==> src/rtl/uarch_pkg.sv <==
// Shared microarchitecture types for the commit-stream monitor:
// commit port count, architectural field widths and the monitor state encoding.
package uarch_pkg;

  localparam int PIPE_WIDTH = 2;
  localparam int RD_W       = 5;
  localparam int DATA_W     = 32;

  typedef enum logic [2:0] {
    MON_IDLE    = 3'd0,
    MON_RUN     = 3'd1,
    MON_DONE    = 3'd2,
    MON_HUNG    = 3'd3,
    MON_TIMEOUT = 3'd4
  } mon_state_e;

endpackage

==> src/rtl/commit_popcnt.sv <==
// Combinational count of asserted commit-valid bits; the single count feeds
// the instret, window and histogram paths of the monitor.
module commit_popcnt #(
  parameter int WIDTH = 2
) (
  input  logic [WIDTH-1:0]             i_we,
  output logic [$clog2(WIDTH+1)-1:0]   o_count
);

  localparam int OW = $clog2(WIDTH + 1);

  always_comb begin
    o_count = '0;
    for (int i = 0; i < WIDTH; i++) begin
      o_count = o_count + OW'(i_we[i]);
    end
  end

endmodule

==> src/rtl/commit_monitor.sv <==
// Commit-stream monitor: run/instret counters, windowed IPC, completion/hang/timeout
// detection. Define COMMIT_MONITOR_HIST_EN to build the per-commit-count cycle histogram.
//
// state   | meaning
// IDLE    | not armed; commits ignored
// RUN     | counting cycles and commits
// DONE    | marker value written to marker register (sticky)
// HUNG    | HANG_CYCLES consecutive cycles without a commit (sticky)
// TIMEOUT | run reached MAX_CYCLES cycles (sticky)
module commit_monitor
  import uarch_pkg::*;
#(
  parameter int          COMMIT_WIDTH  = PIPE_WIDTH,
  parameter int          CNT_WIDTH     = 48,
  parameter int          WINDOW_CYCLES = 100,
  parameter int          HANG_CYCLES   = 1000,
  parameter int          MAX_CYCLES    = 100000,
  parameter int          DONE_REG      = 31,
  parameter logic [31:0] DONE_VALUE    = 32'hFF
) (
  input  logic                                   i_clk,
  input  logic                                   i_rst,
  input  logic                                   i_start,
  input  logic [COMMIT_WIDTH-1:0]                i_commit_we,
  input  logic [COMMIT_WIDTH*RD_W-1:0]           i_commit_rd,
  input  logic [COMMIT_WIDTH*DATA_W-1:0]         i_commit_data,
  output mon_state_e                             o_state,
  output logic [CNT_WIDTH-1:0]                   o_cycle_count,
  output logic [CNT_WIDTH-1:0]                   o_instret_count,
  output logic [$clog2(WINDOW_CYCLES*COMMIT_WIDTH+1)-1:0] o_window_instret,
  output logic                                   o_window_valid,
  output logic [CNT_WIDTH-1:0]                   o_done_cycle,
  output logic [(COMMIT_WIDTH+1)*CNT_WIDTH-1:0]  o_hist
);

  localparam int PW  = $clog2(COMMIT_WIDTH + 1);
  localparam int WIW = $clog2(WINDOW_CYCLES * COMMIT_WIDTH + 1);
  localparam int WCW = $clog2(WINDOW_CYCLES + 1);
  localparam int HCW = (HANG_CYCLES < 1) ? 1 : $clog2(HANG_CYCLES + 1);
  localparam logic [CNT_WIDTH-1:0] CNT_MAX = {CNT_WIDTH{1'b1}};

  localparam logic [2:0] S_IDLE    = MON_IDLE;
  localparam logic [2:0] S_RUN     = MON_RUN;
  localparam logic [2:0] S_DONE    = MON_DONE;
  localparam logic [2:0] S_HUNG    = MON_HUNG;
  localparam logic [2:0] S_TIMEOUT = MON_TIMEOUT;

  logic [2:0]           r_state;
  logic [CNT_WIDTH-1:0] r_cycle;
  logic [CNT_WIDTH-1:0] r_instret;
  logic [CNT_WIDTH-1:0] r_done_cycle;
  logic [WIW-1:0]       r_win_instret;
  logic [WIW-1:0]       r_win_acc;
  logic                 r_win_valid;
  logic [WCW-1:0]       r_win_left;
  logic [HCW-1:0]       r_hang_left;

  logic [PW-1:0]        w_pop;
  logic [CNT_WIDTH:0]   w_cycle_sum;
  logic [CNT_WIDTH:0]   w_instret_sum;
  logic [CNT_WIDTH-1:0] w_cycle_nxt;
  logic [CNT_WIDTH-1:0] w_instret_nxt;
  logic [WIW-1:0]       w_win_sum;
  logic                 w_win_last;
  logic                 w_done_hit;
  logic                 w_to_hit;
  logic                 w_hang_hit;

  commit_popcnt #(
    .WIDTH (COMMIT_WIDTH)
  ) u_popcnt (
    .i_we    (i_commit_we),
    .o_count (w_pop)
  );

  // Counters stick at all-ones instead of wrapping.
  assign w_cycle_sum   = {1'b0, r_cycle} + (CNT_WIDTH + 1)'(1);
  assign w_instret_sum = {1'b0, r_instret} + (CNT_WIDTH + 1)'(w_pop);
  assign w_cycle_nxt   = w_cycle_sum[CNT_WIDTH] ? CNT_MAX : w_cycle_sum[CNT_WIDTH-1:0];
  assign w_instret_nxt = w_instret_sum[CNT_WIDTH] ? CNT_MAX : w_instret_sum[CNT_WIDTH-1:0];

  assign w_win_sum  = r_win_acc + WIW'(w_pop);
  assign w_win_last = (r_win_left == WCW'(1));

  always_comb begin
    w_done_hit = 1'b0;
    for (int p = 0; p < COMMIT_WIDTH; p++) begin
      if (i_commit_we[p] &&
          (i_commit_rd[p*RD_W +: RD_W] == RD_W'(DONE_REG)) &&
          (i_commit_data[p*DATA_W +: DATA_W] == DONE_VALUE)) begin
        w_done_hit = 1'b1;
      end
    end
  end

  assign w_to_hit   = (MAX_CYCLES != 0) && (w_cycle_nxt == CNT_WIDTH'(MAX_CYCLES));
  // Stall timer counts down through zero-commit cycles; terminal count is 1 on a stall cycle.
  assign w_hang_hit = (HANG_CYCLES != 0) && (w_pop == '0) && (r_hang_left == HCW'(1));

  always_ff @(posedge i_clk) begin
    if (i_rst) begin
      r_state       <= S_IDLE;
      r_cycle       <= '0;
      r_instret     <= '0;
      r_done_cycle  <= '0;
      r_win_instret <= '0;
      r_win_acc     <= '0;
      r_win_valid   <= 1'b0;
      r_win_left    <= WCW'(WINDOW_CYCLES);
      r_hang_left   <= HCW'(HANG_CYCLES);
    end else if (i_start) begin
      r_state       <= S_RUN;
      r_cycle       <= '0;
      r_instret     <= '0;
      r_done_cycle  <= '0;
      r_win_instret <= '0;
      r_win_acc     <= '0;
      r_win_valid   <= 1'b0;
      r_win_left    <= WCW'(WINDOW_CYCLES);
      r_hang_left   <= HCW'(HANG_CYCLES);
    end else begin
      r_win_valid <= 1'b0;
      if (r_state == S_RUN) begin
        r_cycle   <= w_cycle_nxt;
        r_instret <= w_instret_nxt;

        if (w_win_last) begin
          r_win_instret <= w_win_sum;
          r_win_valid   <= 1'b1;
          r_win_acc     <= '0;
          r_win_left    <= WCW'(WINDOW_CYCLES);
        end else begin
          r_win_acc  <= w_win_sum;
          r_win_left <= r_win_left - WCW'(1);
        end

        if (w_pop != '0) begin
          r_hang_left <= HCW'(HANG_CYCLES);
        end else if (r_hang_left != '0) begin
          r_hang_left <= r_hang_left - HCW'(1);
        end

        if (w_done_hit) begin
          r_state      <= S_DONE;
          r_done_cycle <= w_cycle_nxt;
        end else if (w_to_hit) begin
          r_state <= S_TIMEOUT;
        end else if (w_hang_hit) begin
          r_state <= S_HUNG;
        end
      end
    end
  end

`ifdef COMMIT_MONITOR_HIST_EN
  logic [CNT_WIDTH-1:0] r_hist [COMMIT_WIDTH+1];

  always_ff @(posedge i_clk) begin
    if (i_rst || i_start) begin
      for (int k = 0; k <= COMMIT_WIDTH; k++) begin
        r_hist[k] <= '0;
      end
    end else if (r_state == S_RUN) begin
      for (int k = 0; k <= COMMIT_WIDTH; k++) begin
        if ((w_pop == PW'(k)) && (r_hist[k] != CNT_MAX)) begin
          r_hist[k] <= r_hist[k] + CNT_WIDTH'(1);
        end
      end
    end
  end

  always_comb begin
    o_hist = '0;
    for (int k = 0; k <= COMMIT_WIDTH; k++) begin
      o_hist[k*CNT_WIDTH +: CNT_WIDTH] = r_hist[k];
    end
  end
`else
  assign o_hist = '0;
`endif

  assign o_state          = mon_state_e'(r_state);
  assign o_cycle_count    = r_cycle;
  assign o_instret_count  = r_instret;
  assign o_window_instret = r_win_instret;
  assign o_window_valid   = r_win_valid;
  assign o_done_cycle     = r_done_cycle;

endmodule

==> config.mk <==
export PLATFORM = sky130hd
export DESIGN_NAME = commit_monitor
export DESIGN_NICKNAME = d
export VERILOG_FILES = /design/src/rtl/uarch_pkg.sv /design/src/rtl/commit_popcnt.sv /design/src/rtl/commit_monitor.sv
export SDC_FILE = /design/constraint.sdc
export NUM_CORES = 1
export LEC_CHECK = 0
export BUFFER_PORTS_ARGS = -buffer_cell sky130_fd_sc_hd__buf_4
export CAP_MARGIN = 20
export CORE_MARGIN = 3
export CORE_UTILIZATION = 42
export CTS_CLUSTER_SIZE = 12
export DETAILED_ROUTE_END_ITERATION = 8
export PLACE_DENSITY = 0.81
export SETUP_SLACK_MARGIN = 0.1
export SYNTH_ARGS = -nofsm -noshare
export SYNTH_HDL_FRONTEND = slang
export SYNTH_SLANG_ARGS = --single-unit
==> constraint.sdc <==
create_clock -name i_clk -period 3.3 [get_ports i_clk]
set_input_delay 0.165 -clock i_clk [delete_from_list [all_inputs] [get_ports i_clk]]
set_output_delay 0.165 -clock i_clk [all_outputs]
set_load 0.05 [all_outputs]
== Word-level counts from Yosys, hierarchy flattened ==
Cells that the tools add are included.
Storage, ports and cells
  bits in registers: 181
  input port bits: 79
  output and inout port bits: 300
Operators by class
  $add $sub $neg: 6
  equality and inequality tests: 8
  multiplexer cells: 14
  bitwise operators: 1
  reduce and logical (&&, ||, !) cells: 19
Operators by type and width (number)
  two-way mux 48 bit: 2
  == test 32 x 8 -> 1 bit (second input constant): 2
  adder 48 x 1 -> 49 bit (second input constant): 1
  adder 48 x 2 -> 49 bit: 1
  == test 48 x 17 -> 1 bit (second input constant): 1
  two-way mux 10 bit: 2
  == test 10 x 1 -> 1 bit (second input constant): 1
  == test 5 bit (second input constant): 2
  AND reduction 2 bit: 5
  nonzero test 10 bit: 1
  subtractor 10 x 1 -> 10 bit (second input constant): 1
  two-way mux 3 bit: 3
  adder 8 x 2 -> 8 bit: 1
  two-way mux 8 bit: 1
  == test 7 x 1 -> 1 bit (second input constant): 1
  two-way mux 7 bit: 1
  subtractor 7 x 1 -> 7 bit (second input constant): 1
  nonzero test 2 bit: 3
  logical AND 1 bit: 5
  two-way mux 1 bit: 5
  nonzero test 4 bit: 1
  == test 3 x 1 -> 1 bit (second input constant): 1
  nonzero test 3 bit: 1
  OR reduction 3 bit: 1
  4 further kinds: 4

== Logic depth before layout (Yosys ltp) ==
  depth in word-level cells: 8
  gate-level depth with buffers: 12
  gate-level depth less buffers: 12

== By module ==
A second synthesis with hierarchy kept.
Second synthesis, totals
  cells, all modules: 1317
  area, all modules: 10486.3 sq um
Modules (own cells, without submodules)
  commit_monitor: times used 1, cells an instance 1316, area an instance 10473.8 sq um, sequential area each 3623.5 sq um
  commit_popcnt: times used 1, cells an instance 1, area an instance 12.5 sq um, sequential area each 0.0 sq um

== Worst setup path before layout ==
OpenSTA, ideal clock, no wires.
  path type: reg2reg
  start point: reg r_cycle[1] (netlist: o_cycle_count[1])
  end point: reg r_state[1] (netlist: o_state[1])
  library setup time: 0.122 ns
  arrival: 3.739 ns
  data required time: 3.178 ns
  setup slack: -0.562 ns
  cell stages (with the launch flop): 11
  buffers on the path: 1
  period minus slack after synthesis: 3.862 ns
  cell sequence: dfxtp_1 ha_1 buf_4 nand3_1 nor4_1 nand4_1 mux2i_1 or4b_1 or4b_1 nor3_2 o21ai_1
On the way
  longest elaborated chain between the ends: 5
  elaborated cells between the ends (all ways): 7
  classes of those cells: add/sub (1); eq/ne (1); mux (3); reduce/logical (2)
Ends and longest elaborated chain
  start: declaration: RTL line commit_monitor.sv:49  | logic [CNT_WIDTH-1:0] r_cycle;
  start signal: assignment: RTL line commit_monitor.sv:124  | r_cycle <= w_cycle_nxt;
  adder 48 x 1 -> 49 bit *: RTL line commit_monitor.sv:77  | assign w_cycle_sum = {1'b0, r_cycle} + (CNT_WIDTH + 1)'(1);
  two-way mux 48 bit *: RTL line commit_monitor.sv:79  | assign w_cycle_nxt = w_cycle_sum[CNT_WIDTH] ? CNT_MAX : w_cycle_sum[CNT_WIDTH-1:0];
  == test 48 x 17 -> 1 bit *: RTL line commit_monitor.sv:96  | assign w_to_hit = (MAX_CYCLES != 0) && (w_cycle_nxt == CNT_WIDTH'(MAX_CYCLES));
  nonzero test 3 bit (no source line) or two-way mux 3 bit (tied branches)
  AND reduction 2 bit (no source line) or two-way mux 3 bit (tied branches)
  end signal: assignment: RTL line commit_monitor.sv:102  | r_state <= S_IDLE;
  end signal: assignment: RTL line commit_monitor.sv:112  | r_state <= S_RUN;
  end signal: assignment: RTL line commit_monitor.sv:144  | r_state <= S_DONE;
  end: declaration: RTL line commit_monitor.sv:48  | logic [2:0] r_state;
Mark *: on every way between the ends. The rest lies on a longest branch, timed or not.
A chain may end at the register's enable or synchronous reset.

== Final worst setup path ==
  start point: reg r_cycle[13] (netlist: o_cycle_count[13])
  end point: reg r_state[2] (netlist: o_state[2])
Same word-level chain as after synthesis.

==> metrics.txt <==
status=complete, no violations; met2 Track Usage GR=0.4351; cell chain of the critical path=nand4_1 > or4_4 > o31ai_4 > o211ai_1 > or4b_1 > or4b_1 > nor3_4 > a22o_1; Post-Route WL=approximately 35000 um; io pins=roughly 380; asr flop ratio synth=0; Total GRT Usage=0.2453; Chip Width=about 160 um; die height=approximately 160 um; clock share of power=0.415; R2R Setup Slk=0.20 ns; Multi-input gate area=approximately 6000 um^2; dpl ws=~0.12 ns; CTS clk-pin slew, worst paths=around 0.08 ns; reg2reg path depth=8; Core Rows=57; vias in the first global route=9507; first-pass GRT wire length=a little over 50000 um; commonest non-fill, non-tap cells in the layout=306 x buf_4, 156 x dfxtp_1, 146 x nor2_1; crit path launch type=flop; Post-route DRC=0; Cell variety after synth=between 50 and 60; Crit-path slowest cell=or4_4; crit path DAT=approximately 3.5 ns; 1st-iter DRT viols=just under 900; Final Cycle Share=0.9400; Final nets=around 1700; CP Data Required Time=about 3.7 ns; Post-synth EDFFs=0; sequential share of the synthesized area=0.3455; max cap viols=0; Finished Core Util=0.5393; Leak Pwr=between 5 and 6 nW; GR peak layer=met2; worst reg2reg path endpoint=o_state[2]; TritonCTS clock tree=yes; Hold WC Path Type=input pin to flop; Synth Area in Adders=0.01694; Post-Syn Area=approximately 10000 um^2; cell mode on critical path=or4b_1; Yosys reg bits=181; Core Region=24460 um^2; sequential share of power=0.426; gr ovfl total=0; actual slew at the worst max-slew pin=approximately 0.8 ns; grt met1 use=0.2953; syn_area_per_cell=7.863 um^2; Port Buffers=~230; synth warn=0; routing usage on met3=0.05019; DP HPWL=around 26000 um; RSZ-0062 raised after global routing=false; CTS Buf Count=17; Compound-Gate Fraction of Synth Area=0.1467; commonest non-fill, non-tap cell in the layout=buf_4; Simple-Gate Fraction of Synth Area=0.2565; final setup fails=0; crit path kind=flop to flop; Net Sw Frac=0.3475; drt via density=approximately 5.4; post-placement cell count=around 1900; mux cell area share after synthesis=0.01181; CP Capture Point=o_state[2]; max-slew violations=0; ANT cells=0; Fin Setup TNS=0 ns; CTS Buffer Depth=2; clock sinks=181; Non-Filler Instances=~1900; First-pass DRT Iterations=7; Root Driver=clkbuf_16; top_reg_cell synth=dfxtp_1; Comb pwr share=0.160; Routed WL per cell=about 18 um; min Tclk post-route=3.102 ns; Die Area=about 27000 um^2; XOR/XNOR Fraction of Synth Area=0.07849; worst setup path start=o_cycle_count[13]; Critical Path Stages=8; initial antenna violation count=0; Worst Slack Setup Final=around 0.20 ns; Fin. Hold Viols=0; H-tree levels=4; RR Startpoint=o_cycle_count[13]; worst-skew pair later-pin latency=about 0.46 ns; FMAX=322.4 MHz; PD cells=between 300 and 400 nW/um^2; Initial Utilization=0.4288; largest net degree at the start of global routing=90; largest family of logic cells by synthesized area=simple AND/OR/NAND/NOR gates; CP max FO=10; Syn-to-layout area delta=25.78%; CP Capture Type=flop; Syn Inst Count=between 1000 and 1500; Internal=between 0.003 and 0.004 W; P_sw=0.001833 W; Buffers & Inverters on Critical Path=0; Storage cell area=around 3700 um^2; skew final=0.01584 ns; gpl congestion=0.9560; share of cells above drive strength 1=0.2484; # fillers=between 2000 and 2500; Worst VDD drop=around 0.00036 V; Detail Route Antenna Nets=0; Critical Path Max Stage Delay=0.61 ns; DR vias=approximately 10000; Rel. slew slack=0.4545; Crit path max-delay family=simple AND/OR/NAND/NOR gates
## layout make-up
cell class | count | area share
clock buffer | 17 | 0.03225
clock inverter | 15 | 0.01584
inverter | 24 | 0.006829
multi-input combinational | 1044 | 0.4581
sequential | 181 | 0.2784
tap | 324 | 0.03073
timing repair buffer | 309 | 0.1779
## timing repair
| action | in CTS | in global routing |
|---|---|---|
| hold endpoints to repair | 1 | 0 |
| gates resized for setup | 0 | 16 |
| setup endpoints to repair | 0 | 3 |
| hold buffers | 1 | 0 |
| setup buffers | 0 | 5 |
## cells in the mapped netlist, drive strengths merged (15+ instances only)
cell type | n | share of area
inv | 24 | 0.0086
dfxtp | 181 | 0.35
xor2 | 42 | 0.035
a31oi | 15 | 0.0089
nand2 | 114 | 0.041
nand3 | 51 | 0.024
buf | 158 | 0.11
a211oi | 19 | 0.014
and3 | 23 | 0.014
nand4 | 47 | 0.029
o21ai | 33 | 0.016
a311oi | 45 | 0.038
xnor2 | 52 | 0.043
nor3 | 44 | 0.023
nor2 | 146 | 0.052
clkbuf | 71 | 0.026
a21oi | 111 | 0.053
nor4 | 43 | 0.026
## kinds of logic (layout without fill, tap and decap cells)
group           Yosys count  count (layout)
simple gates            534             535
buf+inv                 253             365
compound gates          246             246
flops                   181             181
xor+xnor                 94              94
fa+ha+maj                13              13
mux                      12              12
other cells               1             144
## sequential cells by signal, summed over array words and instances (netlist names)
name	flops
o_cycle_count	48
o_done_cycle	48
o_instret_count	48
o_state	3
o_window_instret	8
o_window_valid	1
r_hang_left	10
r_win_acc	8
r_win_left	7
## routing by layer
metal,vias up,routed length [um]
li1,4949,-
met1,4813,13350
met2,540,17520
met3,61,2816
met4,0,919
met5,-,0
## worst register-to-register path: stages, from the launching register on
cell	delay, ns
dfxtp_4	0.43
nand4_1	0.21
or4_4	0.61
o31ai_4	0.28
o211ai_1	0.12
or4b_1	0.50
or4b_1	0.55
nor3_4	0.20
a22o_1	0.16
## worst min-delay path by stage
stage / startpoint / end / slack [ns] / cells after the start
floorplan: i_rst / o_state[0] / 0.27 / 1
global placement: i_rst / o_state[0] / 0.39 / 2
detailed placement: i_rst / o_state[0] / 0.41 / 2
CTS: i_start / o_state[0] / 0.03 / 4
global route: i_start / o_state[0] / 0.06 / 4
finish: i_start / o_state[0] / 0.05 / 4
## power groups by stage
stage	clock, W	sequential (W)	combinational, W
final	0.00219	0.00224	0.000842
after detailed placement	0	0.00229	0.000829
after floorplan	0	0.00234	0.000707
after CTS	0.00221	0.00224	0.000833
after global placement	0	0.00229	0.000824
after global routing	0.00229	0.00225	0.000892
## metrics by stage
stage	cell area (um^2)	total power, W	hold WS [ns]
3_3_place_gp	12420	0.003117	0.3942
5_1_grt	13190	0.005429	0.05972
3_5_place_dp	12420	0.003124	0.4138
4_1_cts	13060	0.005282	0.03325
2_1_floorplan	11130	0.003049	0.2713
6_report	13190	0.005275	0.04947
No activity file was read; power rests on OpenSTA's default activity.
